File: config.mk
export PLATFORM = sky130hd
export DESIGN_NAME = load_unit
export DESIGN_NICKNAME = d
export VERILOG_FILES = /design/src/rtl/load_unit_pkg.sv /design/src/rtl/load_req_fifo.sv /design/src/rtl/load_unit.sv
export SDC_FILE = /design/constraint.sdc
export NUM_CORES = 1
export LEC_CHECK = 0
export CAP_MARGIN = 40
export CORE_UTILIZATION = 46
export DETAILED_ROUTE_END_ITERATION = 16
export GPL_ROUTABILITY_DRIVEN = 0
export HOLD_SLACK_MARGIN = 0.06
export MAX_ROUTING_LAYER = met4
export PLACE_DENSITY = 0.86
export SLEW_MARGIN = 20
export SYNTH_ARGS = -nofsm -noshare
export SYNTH_HDL_FRONTEND = slang
export SYNTH_HIERARCHICAL = 1
export SYNTH_SLANG_ARGS = --single-unit
File: constraint.sdc
create_clock -name clock -period 5.8 [get_ports clock]
set_clock_uncertainty 0.05 [all_clocks]
set_input_delay 1.16 -clock clock [delete_from_list [all_inputs] [get_ports clock]]
set_output_delay 1.16 -clock clock [all_outputs]
set_load 0.005 [all_outputs]
File: src/rtl/load_unit_pkg.sv
// Shared constants and types for the load unit: opcode, load subtypes,
// FSM state encoding and the alignment/legality check.
package load_unit_pkg;

    localparam logic [6:0] loadOp     = 7'b0000011;
    localparam logic [5:0] invalidNum = 6'b010000;

    localparam logic [2:0] TYPE_LB  = 3'b000;
    localparam logic [2:0] TYPE_LH  = 3'b001;
    localparam logic [2:0] TYPE_LW  = 3'b010;
    localparam logic [2:0] TYPE_LBU = 3'b100;
    localparam logic [2:0] TYPE_LHU = 3'b101;

    typedef enum logic [1:0] {
        IDLE  = 2'd0,
        WAIT  = 2'd1,
        CAST  = 2'd2,
        DRAIN = 2'd3
    } load_state_e;

    // Returns 1 for a misaligned access or an undefined subtype; such loads
    // broadcast an exception without touching memory.
    function automatic logic load_fault(input logic [2:0] load_type, input logic [1:0] lo);
        logic fault;
        fault = 1'b0;
        case (load_type)
            TYPE_LB, TYPE_LBU: fault = 1'b0;
            TYPE_LH, TYPE_LHU: fault = lo[0];
            TYPE_LW:           fault = (lo != 2'b00);
            default:           fault = 1'b1;
        endcase
        return fault;
    endfunction

endpackage

File: src/rtl/load_req_fifo.sv
// Request buffer for the load unit: power-of-two circular FIFO with
// simultaneous push/pop and a synchronous clear used for pipeline flush.
module load_req_fifo #(
    parameter int DEPTH = 2,
    parameter int W     = 41
) (
    input  logic                     clock,
    input  logic                     reset,
    input  logic                     flush,
    input  logic                     push,
    input  logic                     pop,
    input  logic [W-1:0]             din,
    output logic [W-1:0]             dout,
    output logic                     full,
    output logic                     empty,
    output logic [$clog2(DEPTH):0]   count
);
    localparam int AW = $clog2(DEPTH);

    logic [W-1:0]  mem [DEPTH];
    logic [AW-1:0] wr_ptr;
    logic [AW-1:0] rd_ptr;
    logic          do_push;
    logic          do_pop;

    assign full    = (count == (AW + 1)'(DEPTH));
    assign empty   = (count == '0);
    assign do_push = push && !full;
    assign do_pop  = pop && !empty;
    assign dout    = mem[rd_ptr];

    always_ff @(posedge clock or posedge reset) begin
        if (reset) begin
            wr_ptr <= '0;
            rd_ptr <= '0;
            count  <= '0;
        end else if (flush) begin
            wr_ptr <= '0;
            rd_ptr <= '0;
            count  <= '0;
        end else begin
            if (do_push) wr_ptr <= wr_ptr + 1'b1;
            if (do_pop)  rd_ptr <= rd_ptr + 1'b1;
            case ({do_push, do_pop})
                2'b10:   count <= count + 1'b1;
                2'b01:   count <= count - 1'b1;
                default: count <= count;
            endcase
        end
    end

    // Storage needs no reset: entries are only read once count covers them.
    always_ff @(posedge clock) begin
        if (do_push && !flush) mem[wr_ptr] <= din;
    end

endmodule

File: src/rtl/load_unit.sv
// Load unit: buffers load requests, issues one word read at a time, formats
// the returned data and broadcasts it on the CDB in acceptance order.
module load_unit
    import load_unit_pkg::*;
#(
    parameter int FIFO_DEPTH = 2,
    parameter int ROB_W      = 6
) (
    input  logic                          clock,
    input  logic                          reset,
    input  logic                          loadEnable,
    input  logic [ROB_W-1:0]              robNum_in,
    input  logic [2:0]                    type_in,
    input  logic [31:0]                   addr_in,
    output logic                          busy,
    input  logic                          flush,
    output logic                          memReadEnable,
    output logic [31:0]                   memAddr,
    input  logic                          memReady,
    input  logic [31:0]                   memData,
    output logic                          cdbIscast,
    output logic [31:0]                   cdbData,
    output logic [ROB_W-1:0]              cdbRobNum,
    output logic                          cdbExcp,
    input  logic                          cdbGrant,
    output load_state_e                   dbg_state,
    output logic [$clog2(FIFO_DEPTH):0]   dbg_count
);
    localparam int REQ_W = ROB_W + 3 + 32;

    load_state_e             state;
    logic [2:0]              cur_type;
    logic [1:0]              cur_lo;

    logic                    push_ok;
    logic                    fifo_push;
    logic                    fifo_pop;
    logic                    fifo_full;
    logic                    fifo_empty;
    logic [REQ_W-1:0]        in_req;
    logic [REQ_W-1:0]        fifo_dout;
    logic [REQ_W-1:0]        head;
    logic                    head_valid;
    logic [ROB_W-1:0]        head_rob;
    logic [2:0]              head_type;
    logic [31:0]             head_addr;

    function automatic logic [31:0] format_load(input logic [2:0]  load_type,
                                                input logic [1:0]  lo,
                                                input logic [31:0] word);
        logic [7:0]  b;
        logic [15:0] h;
        logic [31:0] r;
        b = word[8*lo +: 8];
        h = word[16*lo[1] +: 16];
        case (load_type)
            TYPE_LB:  r = {{24{b[7]}}, b};
            TYPE_LH:  r = {{16{h[15]}}, h};
            TYPE_LW:  r = word;
            TYPE_LBU: r = {24'h0, b};
            TYPE_LHU: r = {16'h0, h};
            default:  r = 32'h0;
        endcase
        return r;
    endfunction

    assign busy      = fifo_full || (state == DRAIN);
    assign push_ok   = loadEnable && !busy && !flush;
    assign in_req    = {robNum_in, type_in, addr_in};

    // With an empty buffer in IDLE the incoming request bypasses the FIFO so a
    // load reaches memory one edge after it is accepted.
    assign fifo_push  = push_ok && !((state == IDLE) && fifo_empty);
    assign fifo_pop   = (state == IDLE) && !fifo_empty && !flush;
    assign head       = fifo_empty ? in_req : fifo_dout;
    assign head_valid = (state == IDLE) && (!fifo_empty || push_ok) && !flush;
    assign head_rob   = head[REQ_W-1 -: ROB_W];
    assign head_type  = head[34:32];
    assign head_addr  = head[31:0];

    assign dbg_state  = state;

    load_req_fifo #(
        .DEPTH (FIFO_DEPTH),
        .W     (REQ_W)
    ) u_fifo (
        .clock (clock),
        .reset (reset),
        .flush (flush),
        .push  (fifo_push),
        .pop   (fifo_pop),
        .din   (in_req),
        .dout  (fifo_dout),
        .full  (fifo_full),
        .empty (fifo_empty),
        .count (dbg_count)
    );

    always_ff @(posedge clock or posedge reset) begin
        if (reset) begin
            state         <= IDLE;
            cur_type      <= 3'b000;
            cur_lo        <= 2'b00;
            memReadEnable <= 1'b0;
            memAddr       <= 32'h0;
            cdbIscast     <= 1'b0;
            cdbData       <= 32'h0;
            cdbRobNum     <= '0;
            cdbExcp       <= 1'b0;
        end else begin
            memReadEnable <= 1'b0;
            case (state)
                IDLE: begin
                    if (head_valid) begin
                        cdbRobNum <= head_rob;
                        cur_type  <= head_type;
                        cur_lo    <= head_addr[1:0];
                        if (load_fault(head_type, head_addr[1:0])) begin
                            cdbData   <= 32'h0;
                            cdbExcp   <= 1'b1;
                            cdbIscast <= 1'b1;
                            state     <= CAST;
                        end else begin
                            memReadEnable <= 1'b1;
                            memAddr       <= {head_addr[31:2], 2'b00};
                            state         <= WAIT;
                        end
                    end
                end
                WAIT: begin
                    // A flush that coincides with the data closes the read.
                    if (flush) begin
                        state <= memReady ? IDLE : DRAIN;
                    end else if (memReady) begin
                        cdbData   <= format_load(cur_type, cur_lo, memData);
                        cdbExcp   <= 1'b0;
                        cdbIscast <= 1'b1;
                        state     <= CAST;
                    end
                end
                CAST: begin
                    if (flush || cdbGrant) begin
                        cdbIscast <= 1'b0;
                        state     <= IDLE;
                    end
                end
                DRAIN: begin
                    if (memReady) state <= IDLE;
                end
                default: state <= IDLE;
            endcase
        end
    end

endmodule

# Word level (Yosys, flattened, before mapping)
# Memories as Yosys holds them, arrays and structs flattened.
# Index checks and enable logic that the tools add are counted.
[totals] register_bits=82 mem_count=1 elab_cells=115 inputBits=79 ram_bits=82
[memory_table] memory="u_fifo.mem" words=2 width=41 read_ports=1 rd_ports_with_merged_regs=0 wr=1 line_no="load_req_fifo.sv:20" text="logic [W-1:0] mem [DEPTH];"
[classes] eq_ne=21 mux=38 bitwise_logic=1 reduce_logical=36 n_addsub=4 n_shift=2
[ops] op="$pmux W32 S5" n=1
[ops] op="$mux W32" n=4
[ops] op="$pmux W32 S2" n=1
[ops] op="$mux W41" n=1
[ops] op="$shiftx A32 B6 Y16" n=1
[ops] op="$shiftx A32 B6 Y8" n=1
[ops] op="$mux W1" n=18
[ops] op="$mux W2" n=8
[ops] op="$eq A3 B3 Y1 const B" n=4
[ops] op="$logic_and A1 B1 Y1" n=11
[ops] op="$ne A2 B2 Y1 const B" n=5
[ops] op="$eq A2 B2 Y1 const B" n=4
[ops] op="$pmux W2 S4" n=1
[ops] op="$reduce_bool A2 Y1" n=4
[ops] op="$eq A3 B1 Y1 const B" n=2
[ops] op="$eq A3 B2 Y1 const B" n=2
[ops] op="$logic_not A3 Y1" n=2
[ops] op="$pmux W1 S3" n=2
[ops] op="$reduce_and A6 Y1" n=1
[ops] op="$reduce_bool A3 Y1" n=2
[ops] op="$logic_not A1 Y1" n=5
[ops] op="$reduce_and A5 Y1" n=1
[ops] op="$eq A2 B1 Y1 const B" n=2
[ops] op="$logic_not A2 Y1" n=2
[ops] op="13 further kinds" n=17

# Depth between registers and ports, before layout
[logic_depth] ltp_word=13 depth_mapped=11 ltp_nobuf=8

# Hierarchy
# Netlist, hierarchy kept.
[by_module_without_submodules] module="load_unit" cells_each=392 area_each_um2=4013.8 instances=1 seq_area_each_um2=1951.9
[by_module_without_submodules] module="load_req_fifo" cells_each=155 area_each_um2=3184.3 instances=1 seq_area_each_um2=2562.5

# Least setup slack after synthesis
# Ideal clock, no wire load.
[synth_timing] path_kind="input port to flip-flop" startpoint="input flush" endpoint="memory u_fifo.mem[1][0], enable pin" arrival_time_ns=5.431 stages=4 setup_time_ns=0.499 setup_slack_ns=-0.181 path_cell_list="clkbuf_1 -> a2111oi_0 -> nand2_1 -> nor3b_1"
[synth_between] elab_chain_len=7
[synth_lines] item="start: declaration" line_no="load_unit.sv:16" text="input logic flush,"
[synth_lines] item="$logic_not A1 Y1" line_no="load_unit.sv:68" text="assign push_ok = loadEnable && !busy && !flush;"
[synth_lines] item="$logic_and A1 B1 Y1" line_no="load_unit.sv:68"
[synth_lines] item="$logic_and A1 B1 Y1" line_no="load_unit.sv:73" text="assign fifo_push = push_ok && !((state == IDLE) && fifo_empty);"
[synth_lines] item="named net fifo_push" line_no="load_unit.sv:36" text="logic fifo_push;"
[synth_lines] item="$logic_and A1 B1 Y1" line_no="load_req_fifo.sv:28" text="assign do_push = push && !full;"
[synth_lines] item="$logic_and A1 B1 Y1" line_no="load_req_fifo.sv:54" text="if (do_push && !flush) mem[wr_ptr] <= din;"
[synth_lines] item="$mux W1" line_no="load_req_fifo.sv:54"
[synth_lines] item="$mux W1 (implied by the code)" line_no="load_req_fifo.sv:54"
[synth_lines] item="end: declaration" line_no="load_req_fifo.sv:20"
# The timed path passes the listed nets, and every way through them passes these cells.

# Worst setup path after layout
[layout_timing] startpoint="input flush" endpoint="memory u_fifo.mem[1][28], enable pin"
# Same word-level chain as after synthesis.

==> results.toml <==
[sta]
slew_viol_final = 0
slew_headroom_pct = 44.71
fmax_mhz = 284.1
fin_crit_sh_pct = 60.69
post-route-min-period_ps = 3520
finalHoldViolCount = 0
rsz0062_at_grt = "false"
fin_tns_setup_ps = 0
tightest_slew_ps = 821.8
setup_violations = 0

[worst_setup_path]
slowest_delay_ps = 720
critPathArrivalTime_ps = 3530
cp-start-kind = "input pin"
slowest_stage = "clkdlybuf4s50_1"
cp_data_required_time_ps = 5810
end_kind = "register"
worstPathMaxFanout = 41
path_cells = "clkdlybuf4s50_1, a2111oi_1, clkbuf_2, nand2_1, nor3b_4, buf_4"
r2r_cells = 9
critPathKind = "in2reg"

[synth]
synth_ff_type = "edfxtp_1"
synth_edf_count = 82
synthTopCellsByArea = "edfxtp_1 34%, dfrtp_1 29%, mux2_2 8.3%"
ys_types = 49
ys_warn_count = 6
syn_area_per_cell_sq_um = 13.16
netlist_instances = 547
netlist_area_sq_mm = 0.007198
ys_seq_elements = 164
synth_top_area_cell = "edfxtp_1"
yosysSeqAreaShare_pct = 62.72
yosysTopAreaCellShare_pct = 34.21
async_flop_share_pct = 50.00

[global_route]
grt_max_degree = 48
antenna_found_initial = 0
grt_util_met1_pct = 26.24
grt_use_met2_pct = 37.30
use_met3_pct = 6.240
grt.overflow.total = 0
grt_pass1_wl_um = 26770
grt_pass1_vias = 5132
grt_use_total_pct = 22.49
top_usage_layer = "met2"

[power_and_ir_drop]
power_leakage_nw = 3.737
clock_power_share_pct = 30.6
p_sw_mw = 1.088
p_comb_share_pct = 27.0
seqPwrFrac_pct = 42.4
peakVddDrop_v = 0.0002703
intPower_mw = 2.675
power_density_mw_per_mm2 = 393.1
swShare_pct = 28.92

[clock_network]
clock_sink_count = 164
htreeDepth = 4
clk_root_buffer_cell = "clkbuf_16"
cts_tree = "yes"
post_cts_buffers = 0
clock_path_buffers = 2
cts_hold_buf = 0
cts_buffers = 17
path_clk_slew_ps = 60
cts_resized = 0
clk_latency_ps = 430

[final_layout]
layout-drive-gt1-share_pct = 16.05
nets = 770
multi_input_area_sq_mm = 0.002496
antenna_cells = 0
finish.instance_area_sq_mm = 0.009575
nFillCells = 1137
register_area_sq_mm = 0.004516
syn_to_final_growth_pct = 33.03
final_util_pct = 62.76

[route]
drt-initial-drc-count = 335
avgRoutedWirePerCell_um = 18.48
detail_route.first_pass.iterations = 8
drt_wl_total_um = 16910
drc = 0
vias_per_cell = 5.557
antenna_left = 0
routed-via-count = 5085

[floorplan]
core_sq_mm = 0.01526
die-width_um = 127.1
ios = 157
die_h_um = 127.1
die_area_sq_mm = 0.01615
initial_core_util_pct = 47.18
rows = 45

[min_path]
hold_path.class = "reg2reg"
min_path_cells = 1

[status]
run_status = "completed"

[run]
cap_viol_max_count = 0

[placed_design]
io_buffers = 154
hpwl_um = 11600
place_area_sq_mm = 0.008952
[worst max-delay path, delay by kind of cell]
family / cells / cell delay (ps)
compound gates: 1 / 590
buf+inv: 3 / 1450
simple gates: 2 / 300
[through the flow]
step / setup slack (ps) / hold slack, ps / total power, mW / std cells
floorplan: 18.06 / 429.4 / 2.098 / 548
global placement: 1436 / 421.6 / 2.567 / 878
detailed placement: 1444 / 430.7 / 2.622 / 881
CTS: 1908 / 444.7 / 3.781 / 913
global route: 2172 / 472.2 / 3.941 / 915
finish: 2280 / 449.2 / 3.764 / 915
[registers in the layout, summed over array words and instances (netlist names)]
signal,cells
dbg_state,2
u_fifo/count,2
u_fifo/rd_ptr,1
u_fifo/wr_ptr,1
memAddr,30
cur_type,3
cdbData,32
memReadEnable,1
cur_lo,2
u_fifo/mem,82
cdbExcp,1
cdbIscast,1
cdbRobNum,6
[area by class of cell]
type,count,share of cell area [%]
Multi-Input combinational cell,334,26.07
Sequential cell,164,47.16
Tap cell,211,2.757
Inverter,9,0.3659
Clock buffer,21,4.809
Clock inverter,11,1.568
Timing Repair Buffer,165,17.27
[kinds of logic (layout without fill, tap and decap cells)]
family          count (synthesis)  count (layout)  share of synthesized area [%]
buf+inv                        50             206                          3.268
simple gates                   95              95                          6.397
xor+xnor                        1               1                         0.1217
flops                         164             164                          62.72
mux                            98              98                          14.72
compound gates                138             138                          12.72
other cells                     1               2                        0.05210
[cell usage in the layout (no fill, tap or decap), types with 4 or more instances in the layout]
| cell type | n |
|---|---|
| dfrtp_1 | 81 |
| edfxtp_1 | 82 |
| o21ai_0 | 16 |
| nor2b_1 | 4 |
| o31ai_1 | 7 |
| mux2_2 | 53 |
| nand2_1 | 8 |
| o2bb2ai_1 | 16 |
| clkbuf_16 | 17 |
| a32oi_1 | 6 |
| a222oi_1 | 8 |
| buf_4 | 7 |
| nand2b_1 | 5 |
| mux2i_1 | 44 |
| nor3b_1 | 4 |
| nor2_1 | 53 |
| inv_1 | 7 |
| clkdlybuf4s50_1 | 154 |
| a21oi_1 | 66 |
[metal layers]
metal	up-vias	share of wire [%]
met5	-	0
met4	0	2.1
met3	28	8.5
met2	262	49
met1	2460	40
li1	2335	-
[cells in the mapped netlist (2+ instances only)]
cell / n
nand3b_1: 2
mux2i_1: 44
buf_4: 5
nor3b_1: 6
edfxtp_1: 82
o31ai_2: 3
clkbuf_1: 16
nor2b_1: 5
or2_1: 3
buf_1: 2
buf_2: 17
nor3_1: 3
nor2_1: 54
o21ai_0: 16
nand2b_1: 5
mux2_2: 53
o211ai_1: 2
o31ai_1: 7
nor4_1: 3
inv_1: 8
a222oi_1: 8
a32oi_1: 6
a21oi_1: 66
a31oi_1: 3
dfrtp_1: 82
nand2_1: 8
o2bb2ai_1: 16
[final timing paths]
| kind | from | endpoint | slack (ps) |
|---|---|---|---|
| worst max-delay path | flush | u_fifo/mem[1][28]$_DFFE_PP_ | 2280 |
| max in group asynchronous | reset | cdbExcp$_DFFE_PP0P_ | 3580 |
| worst min register to register | cdbData[27]$_DFFE_PP0P_ | cdbData[27]$_DFFE_PP0P_ | 450 |
| min in group asynchronous | reset | u_fifo/count[0]$_DFFE_PP0P_ | 950 |
| worst min-delay path | cdbData[27]$_DFFE_PP0P_ | cdbData[27]$_DFFE_PP0P_ | 450 |
| worst max register to register | u_fifo/count[1]$_DFFE_PP0P_ | cdbData[12]$_DFFE_PP0P_ | 2520 |
[power by group through the flow]
stage	registers [mW]	logic [mW]	clock network [mW]
6_report	1.60	1.02	1.15
3_5_place_dp	1.61	1.01	0
5_1_grt	1.62	1.10	1.22
4_1_cts	1.60	1.02	1.17
3_3_place_gp	1.60	0.969	0
2_1_floorplan	1.55	0.553	0
Power figures use the tool's default switching activity.
